**src/rtl/binary_to_ascii_stream_if.sv**
```systemverilog
// Valid/ready bundle between a binary producer, the ASCII converter and a
// character consumer (e.g. a UART transmitter).
interface binary_to_ascii_stream_if #(
  parameter int unsigned WIDTH = 8
);
  logic [WIDTH-1:0] bin_in;
  logic             in_valid;
  logic             in_ready;
  logic [7:0]       char_out;
  logic             char_valid;
  logic             char_ready;
  logic             char_last;
  logic             busy;

  modport master (
    output bin_in, in_valid, char_ready,
    input  in_ready, char_out, char_valid, char_last, busy
  );

  modport slave (
    input  bin_in, in_valid, char_ready,
    output in_ready, char_out, char_valid, char_last, busy
  );
endinterface

```
**src/rtl/binary_to_ascii_stream.sv**
```systemverilog
// Iterative double-dabble binary-to-decimal converter emitting ASCII digits MSD first.
// Optional B2A_LZ_SUPPRESS_EN: skip leading zero digits (nibble 0 always emitted).
module binary_to_ascii_stream #(
  parameter int unsigned WIDTH  = 8,
  parameter int unsigned DIGITS = 3
) (
  input logic                   clock,
  input logic                   reset,
  binary_to_ascii_stream_if.slave bus
);
  localparam int unsigned BCD_W = 4 * DIGITS;
  localparam int unsigned CNT_W = $clog2(WIDTH + 1);
  localparam int unsigned IDX_W = (DIGITS > 1) ? $clog2(DIGITS) : 1;

  localparam logic [1:0] S_IDLE    = 2'd0;
  localparam logic [1:0] S_CONVERT = 2'd1;
  localparam logic [1:0] S_EMIT    = 2'd2;

  logic [1:0]       state_q, state_n;
  logic [WIDTH-1:0] bin_q, bin_n;
  logic [BCD_W-1:0] bcd_q, bcd_n;
  logic [CNT_W-1:0] cnt_q, cnt_n;
  logic [IDX_W-1:0] idx_q, idx_n;
  logic             in_ready_q, in_ready_n;
  logic             busy_q, busy_n;
  logic [7:0]       char_out_q, char_out_n;
  logic             char_valid_q, char_valid_n;
  logic             char_last_q, char_last_n;

  logic [BCD_W-1:0] bcd_adj;
  logic [BCD_W-1:0] bcd_shift;
  logic [WIDTH-1:0] bin_shift;
  logic [IDX_W-1:0] idx_m1;
  logic [3:0]       nib_cur;
  logic [3:0]       nib_next;
  logic [3:0]       nib_top;

  assign bus.in_ready   = in_ready_q;
  assign bus.busy       = busy_q;
  assign bus.char_out   = char_out_q;
  assign bus.char_valid = char_valid_q;
  assign bus.char_last  = char_last_q;

  // One double-dabble step: add 3 to nibbles >= 5, then shift {bcd, bin} left.
  always_comb begin
    bcd_adj = bcd_q;
    for (int d = 0; d < int'(DIGITS); d++) begin
      if (bcd_q[d*4 +: 4] >= 4'd5) bcd_adj[d*4 +: 4] = bcd_q[d*4 +: 4] + 4'd3;
    end
    bcd_shift = {bcd_adj[BCD_W-2:0], bin_q[WIDTH-1]};
    bin_shift = {bin_q[WIDTH-2:0], 1'b0};
  end

  assign idx_m1   = idx_q - IDX_W'(1);
  assign nib_cur  = bcd_q[{idx_q, 2'b00} +: 4];
  assign nib_next = bcd_q[{idx_m1, 2'b00} +: 4];
  assign nib_top  = bcd_shift[BCD_W-1 -: 4];

  always_ff @(posedge clock or posedge reset) begin
    if (reset) begin
      state_q      <= S_IDLE;
      bin_q        <= '0;
      bcd_q        <= '0;
      cnt_q        <= '0;
      idx_q        <= '0;
      in_ready_q   <= 1'b1;
      busy_q       <= 1'b0;
      char_out_q   <= 8'h30;
      char_valid_q <= 1'b0;
      char_last_q  <= 1'b0;
    end else begin
      state_q      <= state_n;
      bin_q        <= bin_n;
      bcd_q        <= bcd_n;
      cnt_q        <= cnt_n;
      idx_q        <= idx_n;
      in_ready_q   <= in_ready_n;
      busy_q       <= busy_n;
      char_out_q   <= char_out_n;
      char_valid_q <= char_valid_n;
      char_last_q  <= char_last_n;
    end
  end

  always_comb begin
    state_n      = state_q;
    bin_n        = bin_q;
    bcd_n        = bcd_q;
    cnt_n        = cnt_q;
    idx_n        = idx_q;
    in_ready_n   = in_ready_q;
    busy_n       = busy_q;
    char_out_n   = char_out_q;
    char_valid_n = char_valid_q;
    char_last_n  = char_last_q;

    case (state_q)
      S_IDLE: begin
        if (bus.in_valid) begin
          bin_n      = bus.bin_in;
          bcd_n      = '0;
          cnt_n      = '0;
          in_ready_n = 1'b0;
          busy_n     = 1'b1;
          state_n    = S_CONVERT;
        end
      end

      S_CONVERT: begin
        bcd_n = bcd_shift;
        bin_n = bin_shift;
        cnt_n = cnt_q + CNT_W'(1);
        if (cnt_q == CNT_W'(WIDTH - 1)) begin
          state_n = S_EMIT;
          idx_n   = IDX_W'(DIGITS - 1);
`ifndef B2A_LZ_SUPPRESS_EN
          // Present the most significant digit on the final shift edge.
          char_valid_n = 1'b1;
          char_out_n   = 8'h30 + {4'h0, nib_top};
          char_last_n  = (DIGITS == 1);
`endif
        end
      end

      S_EMIT: begin
`ifdef B2A_LZ_SUPPRESS_EN
        // Leading-zero scan runs with char_valid low, one nibble per cycle.
        if (!char_valid_q) begin
          if (nib_cur == 4'd0 && idx_q != '0) begin
            idx_n = idx_m1;
          end else begin
            char_valid_n = 1'b1;
            char_out_n   = 8'h30 + {4'h0, nib_cur};
            char_last_n  = (idx_q == '0);
          end
        end else
`endif
        if (char_valid_q && bus.char_ready) begin
          if (char_last_q) begin
            state_n      = S_IDLE;
            char_valid_n = 1'b0;
            char_last_n  = 1'b0;
            in_ready_n   = 1'b1;
            busy_n       = 1'b0;
            cnt_n        = '0;
            idx_n        = '0;
          end else begin
            idx_n       = idx_m1;
            char_out_n  = 8'h30 + {4'h0, nib_next};
            char_last_n = (idx_q == IDX_W'(1));
          end
        end
      end

      default: state_n = S_IDLE;
    endcase
  end
endmodule

```
**src/flat_wrapper.sv**
```systemverilog
// flat-port wrapper written by rule: the top's interface ports become plain ports
module binary_to_ascii_stream_flat 
#(
  parameter int unsigned WIDTH  = 8,
  parameter int unsigned DIGITS = 3
)
  (clock, reset, bus_bin_in, bus_in_valid, bus_char_ready, bus_in_ready, bus_char_out, bus_char_valid, bus_char_last, bus_busy);
  binary_to_ascii_stream_if #(.WIDTH(WIDTH)) bus_i ();
  input logic clock;
  input logic reset;
  input wire logic [$bits(bus_i.bin_in)-1:0] bus_bin_in;
  input wire logic [$bits(bus_i.in_valid)-1:0] bus_in_valid;
  input wire logic [$bits(bus_i.char_ready)-1:0] bus_char_ready;
  output wire logic [$bits(bus_i.in_ready)-1:0] bus_in_ready;
  output wire logic [$bits(bus_i.char_out)-1:0] bus_char_out;
  output wire logic [$bits(bus_i.char_valid)-1:0] bus_char_valid;
  output wire logic [$bits(bus_i.char_last)-1:0] bus_char_last;
  output wire logic [$bits(bus_i.busy)-1:0] bus_busy;
  assign bus_i.bin_in = bus_bin_in;
  assign bus_i.in_valid = bus_in_valid;
  assign bus_i.char_ready = bus_char_ready;
  assign bus_in_ready = bus_i.in_ready;
  assign bus_char_out = bus_i.char_out;
  assign bus_char_valid = bus_i.char_valid;
  assign bus_char_last = bus_i.char_last;
  assign bus_busy = bus_i.busy;
  binary_to_ascii_stream #(.WIDTH(WIDTH), .DIGITS(DIGITS)) u_core (.clock(clock), .reset(reset), .bus(bus_i));
endmodule
```
**config.mk**
```make
export PLATFORM = sky130hd
export DESIGN_NAME = binary_to_ascii_stream_flat
export DESIGN_NICKNAME = d
export VERILOG_FILES = /design/src/rtl/binary_to_ascii_stream_if.sv /design/src/rtl/binary_to_ascii_stream.sv /design/src/flat_wrapper.sv
export SDC_FILE = /design/constraint.sdc
export NUM_CORES = 1
export LEC_CHECK = 0
export ABC_AREA = 1
export BUFFER_PORTS_ARGS = -buffer_cell sky130_fd_sc_hd__buf_2
export CAP_MARGIN = 20
export CORE_MARGIN = 4
export CORE_UTILIZATION = 50
export CTS_CLUSTER_SIZE = 40
export DETAILED_ROUTE_END_ITERATION = 6
export PLACE_DENSITY = 0.7
export SYNTH_ARGS = -nofsm -noshare
export SYNTH_HDL_FRONTEND = slang
export SYNTH_SLANG_ARGS = --single-unit
```
**constraint.sdc**
```tcl
create_clock -name clock -period 3.2 [get_ports clock]
set_clock_uncertainty 0.15 [all_clocks]
set_input_delay 0.32 -clock clock [delete_from_list [all_inputs] [get_ports clock]]
set_output_delay 0.32 -clock clock [all_outputs]
set_load 0.01 [all_outputs]
```
# == After elaboration in Yosys (flattened, before gate mapping) ==
# Index checks and enable logic that the tools add are counted.
# Widths: inputs -> output; s select.
# op_classes
add_sub_neg,7
reduce_logical,13
eq_ne,9
multipliers,0
mux,37
div,0
n_bitwise,0
shifts,1
magnitude_cmp,3
# ops
op,n
$mux 8,4
$pmux 8 s2,2
$pmux 12 s2,1
$mux 4,5
$reduce_and 4->1,5
$add 6x4->7 const A,2
$ge 4x3->1 const B,3
$mux 12,1
$mux 2,6
$pmux 4 s3,1
$shiftx 12x5->4,1
$mux 1,10
$add 4x2->4 const B,2
$pmux 1 s2,4
$ne 2x1->1 const B,3
$pmux 2 s3,1
$reduce_bool 2->1,3
$add 4x1->4 const B,1
$eq 2x1->1 const B,2
$eq 4x3->1 const B,1
$ne 2x2->1 const B,2
$pmux 2 s2,1
$add 3x2->3 const B,1
$mux 3,1
7 further kinds,7
# word_totals
register_bits,40
romBits,0
n_memories,0
ramBits,0
latch_bits,0

# == Longest topological paths before layout ==
# depth
ltp_word,6
ltp_mapped,10
ltp_nobuf,9

# == Worst setup path before layout ==
# Ideal clock, no wire load.
# synth_timing
path_type,reg-to-reg
from,register u_core.state_q[0]
to,register u_core.bin_q[1]
slack_ns,1.706
t_arrival_ns,1.217
setup_time_ns,0.126
period_less_slack_ns,1.494
path_buffers,1
stages_incl_launch_ff,9
cell_sequence,dfrtp_1 -> inv_1 -> ha_1 -> nand2_2 -> o21ai_2 -> inv_2 -> buf_6 -> nor2_1 -> a31oi_1
# synth_via
elab_chain_cells,3
word_cells_on_any_way,6
# synth_lines
item,line,rtl
start: declaration,binary_to_ascii_stream.sv:19,"logic [1:0] state_q, state_n;"
start signal: assignment,binary_to_ascii_stream.sv:72,state_q <= state_n;
$eq 2x1->1 / $logic_not 2->1 (equally long branches),binary_to_ascii_stream.sv:97,case (state_q)
$reduce_bool 2->1 (no source line) / $ne 2x2->1 (equally long branches),n/a,
$reduce_and 2->1 (no source line),n/a,
end signal: assignment,binary_to_ascii_stream.sv:73,bin_q <= bin_n;
end: declaration,binary_to_ascii_stream.sv:20,"logic [WIDTH-1:0] bin_q, bin_n;"
# Several ways; a longest one is shown, not always the timed one.
# A chain may end at the register's enable or synchronous reset.

# == Worst setup path after layout ==
# layout_timing
from,register u_core.state_q[1]
to,register u_core.char_out_q[1] (netlist: u_core.bus.char_out[1])
# layout_via
elab_chain_cells,3
word_cells_on_any_way,8
# layout_lines
item,line,rtl
$eq 2x2->1 / $eq 2x1->1 (equally long branches),binary_to_ascii_stream.sv:97,
$ne 2x2->1 (no source line) (tied with other cells),n/a,
$reduce_and 4->1 (no source line),n/a,
end signal: assignment,binary_to_ascii_stream.sv:79,char_out_q <= char_out_n;
end: declaration,binary_to_ascii_stream.sv:26,"logic [7:0] char_out_q, char_out_n;"
# Several ways; a longest one is shown, not always the timed one.

==> results.ini <==
[hold_path]
hold-path-endpoint = u_core.bin_q[5]
hold_class = in2reg
hold_depth = 3
hold_start = bus_bin_in[5]

[detailed_routing]
viasPerCell = 5.14
via_count = 1819
finalWirelength_um = 4250
drc = 0
drt_first_pass_iters = 4
wire_per_inst_um = 12.0
drtAntennaViolNets = 0
first_iter_violations = 139

[synth]
synth-main-ff-cell = dfrtp_1
synth_compound_area_share_pct = 10.6
synth_area_leaders = dfrtp_1 (41%), nand2_1 (16%), ha_1 (7.1%)
yosysWarningCount = 0
synthMuxAreaShare_pct = 0
syn_inst = 283
synth_cell_types = 25
yosys.area_share.simple_pct = 29.4
synth_most_common_cell = nand2_1
yosysSeqAreaShare_pct = 42.4
synth_top_cells_by_count = nand2_1 (89), dfrtp_1 (35), inv_1 (30), nand3_1 (30)
syn_area_mm2 = 0.00213
synthArstFlopShare_pct = 100
synth_fa_ha_area_share_pct = 7.05
synth-xor-area-share_pct = 0.823
synth_top_area_share_pct = 41.1
ys_ff_latch = 36
synth_top_family_by_area = simple AND/OR/NAND/NOR gates
synth_area_per_cell_um2 = 7.52
synth_enable_flop_cells = 0
yosysTopAreaCell = dfrtp_1

[power]
vdd_drop_max_mv = 0.328
p_total_w = 0.000836
p_leak_nw = 1.24
power_density_mw_per_mm2 = 358

[floorplan]
dieArea_mm2 = 0.00537
ios = 24
die_h_um = 73.3
rows = 23
core_area_mm2 = 0.00406
start_util_pct = 52.5
die_x_um = 73.3

[timing]
fin_crit_sh_pct = 64.3
holdWs_ps = 142
fin_tns_setup_ps = 0
setup_viol = 0
fin_crit_ps = 2060
rsz0062_at_grt = false
max_freq_mhz = 486
final_hold_viol_count = 0
setup_ws_ps = 1140
slew_viol_final = 0

[clock_tree]
cts.sinks = 36
cts_max_level = 2
root_buffer = clkbuf_8
cts_buffer_depth = 2
post_cts_resized = 0
clkLatencyLatePin_ps = 290
numCtsBuffers = 5
clk_pin_slew_ps = 70
post-cts-setup-buffers = 0
cts_tree = done

[placement]
dp_slack_ps = 1140
placed_area_mm2 = 0.00222
place_congestion = 0.835
dp_hpwl_um = 3120
port_buffers = 19

[flow_run]
cap_violations = 0

[setup_path]
cp.arrival_ps = 2090
cp_slowest_cell = ha_1
crit_path_start_kind = flip-flop
reg2reg_slack_ps = 1140
endpoint_kind = flip-flop
crit_chain = inv_1, ha_1, inv_1, nand2_1, nand2_1, nand2_2, inv_1, nand3_1, nand2_1
worstRegToRegCells = 9
cp_max_fo = 14
worst_ep_required_time_ps = 3230
r2r-end = u_core.bus.char_out[1]
crit_type = reg2reg
max_stage_delay_ps = 470
rr_startpoint = u_core.state_q[1]

[cells_and_area]
nNetsFinal = 327
final_area_mm2 = 0.00233
areaGrowthSynthToFinish_pct = 9.64
num_antenna_cells = 0
drive_gt1_share_pct = 13.5

[global_route]
grt_pass1_wl_um = 7470
grt_remaining_overflow = 0
grt_max_degree = 37
grt_use_total_pct = 17.9
first_global_vias = 1707
antenna_found_initial = 0

[run_status]
outcome = completed

## cell usage in the layout (no fill, tap or decap), drive strengths merged
master / count
a21oi: 4
a31oi: 7
buf: 20
clkbuf: 8
conb: 4
dfrtp: 35
dfstp: 1
dlygate4sd3: 1
ha: 12
inv: 33
nand2: 92
nand3: 31
nand4: 3
nor2: 20
o21ai: 29
o22ai: 1
or2: 1
xor2: 2
## state kept, by name, summed over array words and instances (netlist names)
name,flops
u_core.cnt_q,4
u_core.bin_q,8
u_core.idx_q,2
u_core.bus.char_out,4
u_core.bcd_q,12
u_core.state_q,2
u_core.bus.char_valid,1
u_core.bus.char_last,1
u_core.bus.busy,1
u_core.bus.in_ready,1
## worst max-delay path, delay by kind of cell, from the launching register on
| family | cells | cell delay, ps |
|---|---|---|
| adder cells (fa/ha/maj) | 1 | 470 |
| buffers and inverters | 3 | 480 |
| flip-flops | 1 | 400 |
| AND/OR/NAND/NOR | 5 | 450 |
## per-layer routing
layer / GRT usage (%) / vias up / part of all wire, %
met3: 3.97 / 7 / 5.3
met5: 0 / - / 0
met4: 7.58 / 0 / 1.7
li1: - / 938 / -
met2: 28.6 / 49 / 46
met1: 23.2 / 825 / 47
## through the flow
| step | cells | utilization, % |
|---|---|---|
| finish | 354 | 57.5 |
| global route | 354 | 57.5 |
| detailed placement | 345 | 54.8 |
| CTS | 354 | 57.5 |
| global placement | 345 | 54.8 |
| floorplan | 285 | - |
## kinds of logic (layout without fill, tap and decap cells)
| logic type | count (synthesis) | after routing |
|---|---|---|
| DFF | 36 | 36 |
| xor gates and xnor gates | 2 | 2 |
| buffers and inverters | 43 | 62 |
| adders and majority gates | 12 | 12 |
| AOI/OAI and AO/OA | 41 | 41 |
| and+or+nand+nor | 147 | 147 |
| other | 2 | 4 |
## power by group
| part | internal [W] | switching, W |
|---|---|---|
| clock network | 0.000197 | 0.000163 |
| registers | 0.000455 | 0 |
| logic | 0.00000766 | 0.0000143 |
## worst max path at each step
stage / end / startpoint / cells past startpoint
6_report: u_core.bus.char_out[1] / u_core.state_q[1] / 9
3_5_place_dp: u_core.bus.char_out[1] / u_core.state_q[1] / 9
3_3_place_gp: u_core.bus.char_out[2] / u_core.state_q[1] / 9
2_1_floorplan: u_core.bin_q[1] / u_core.state_q[0] / 8
4_1_cts: u_core.bus.char_out[1] / u_core.state_q[1] / 9
5_1_grt: u_core.bus.char_out[2] / u_core.state_q[1] / 9
## area by class of cell
| class | count | area, um^2 |
|---|---|---|
| fillers | 393 | 1720 |
| multi-input cells | 206 | 1030 |
| flip-flops and latches | 36 | 902 |
| inverters | 33 | 124 |
| repair buffers | 21 | 113 |
| clock buffers | 8 | 100 |
| well taps | 50 | 62.6 |
## repair_timing
action / in CTS / in global routing
endpoints found under the setup margin: 0 / 0
hold endpoints to repair: 35 / 0
hold buffers: 1 / 0
No activity file was read; power rests on OpenSTA's default activity.
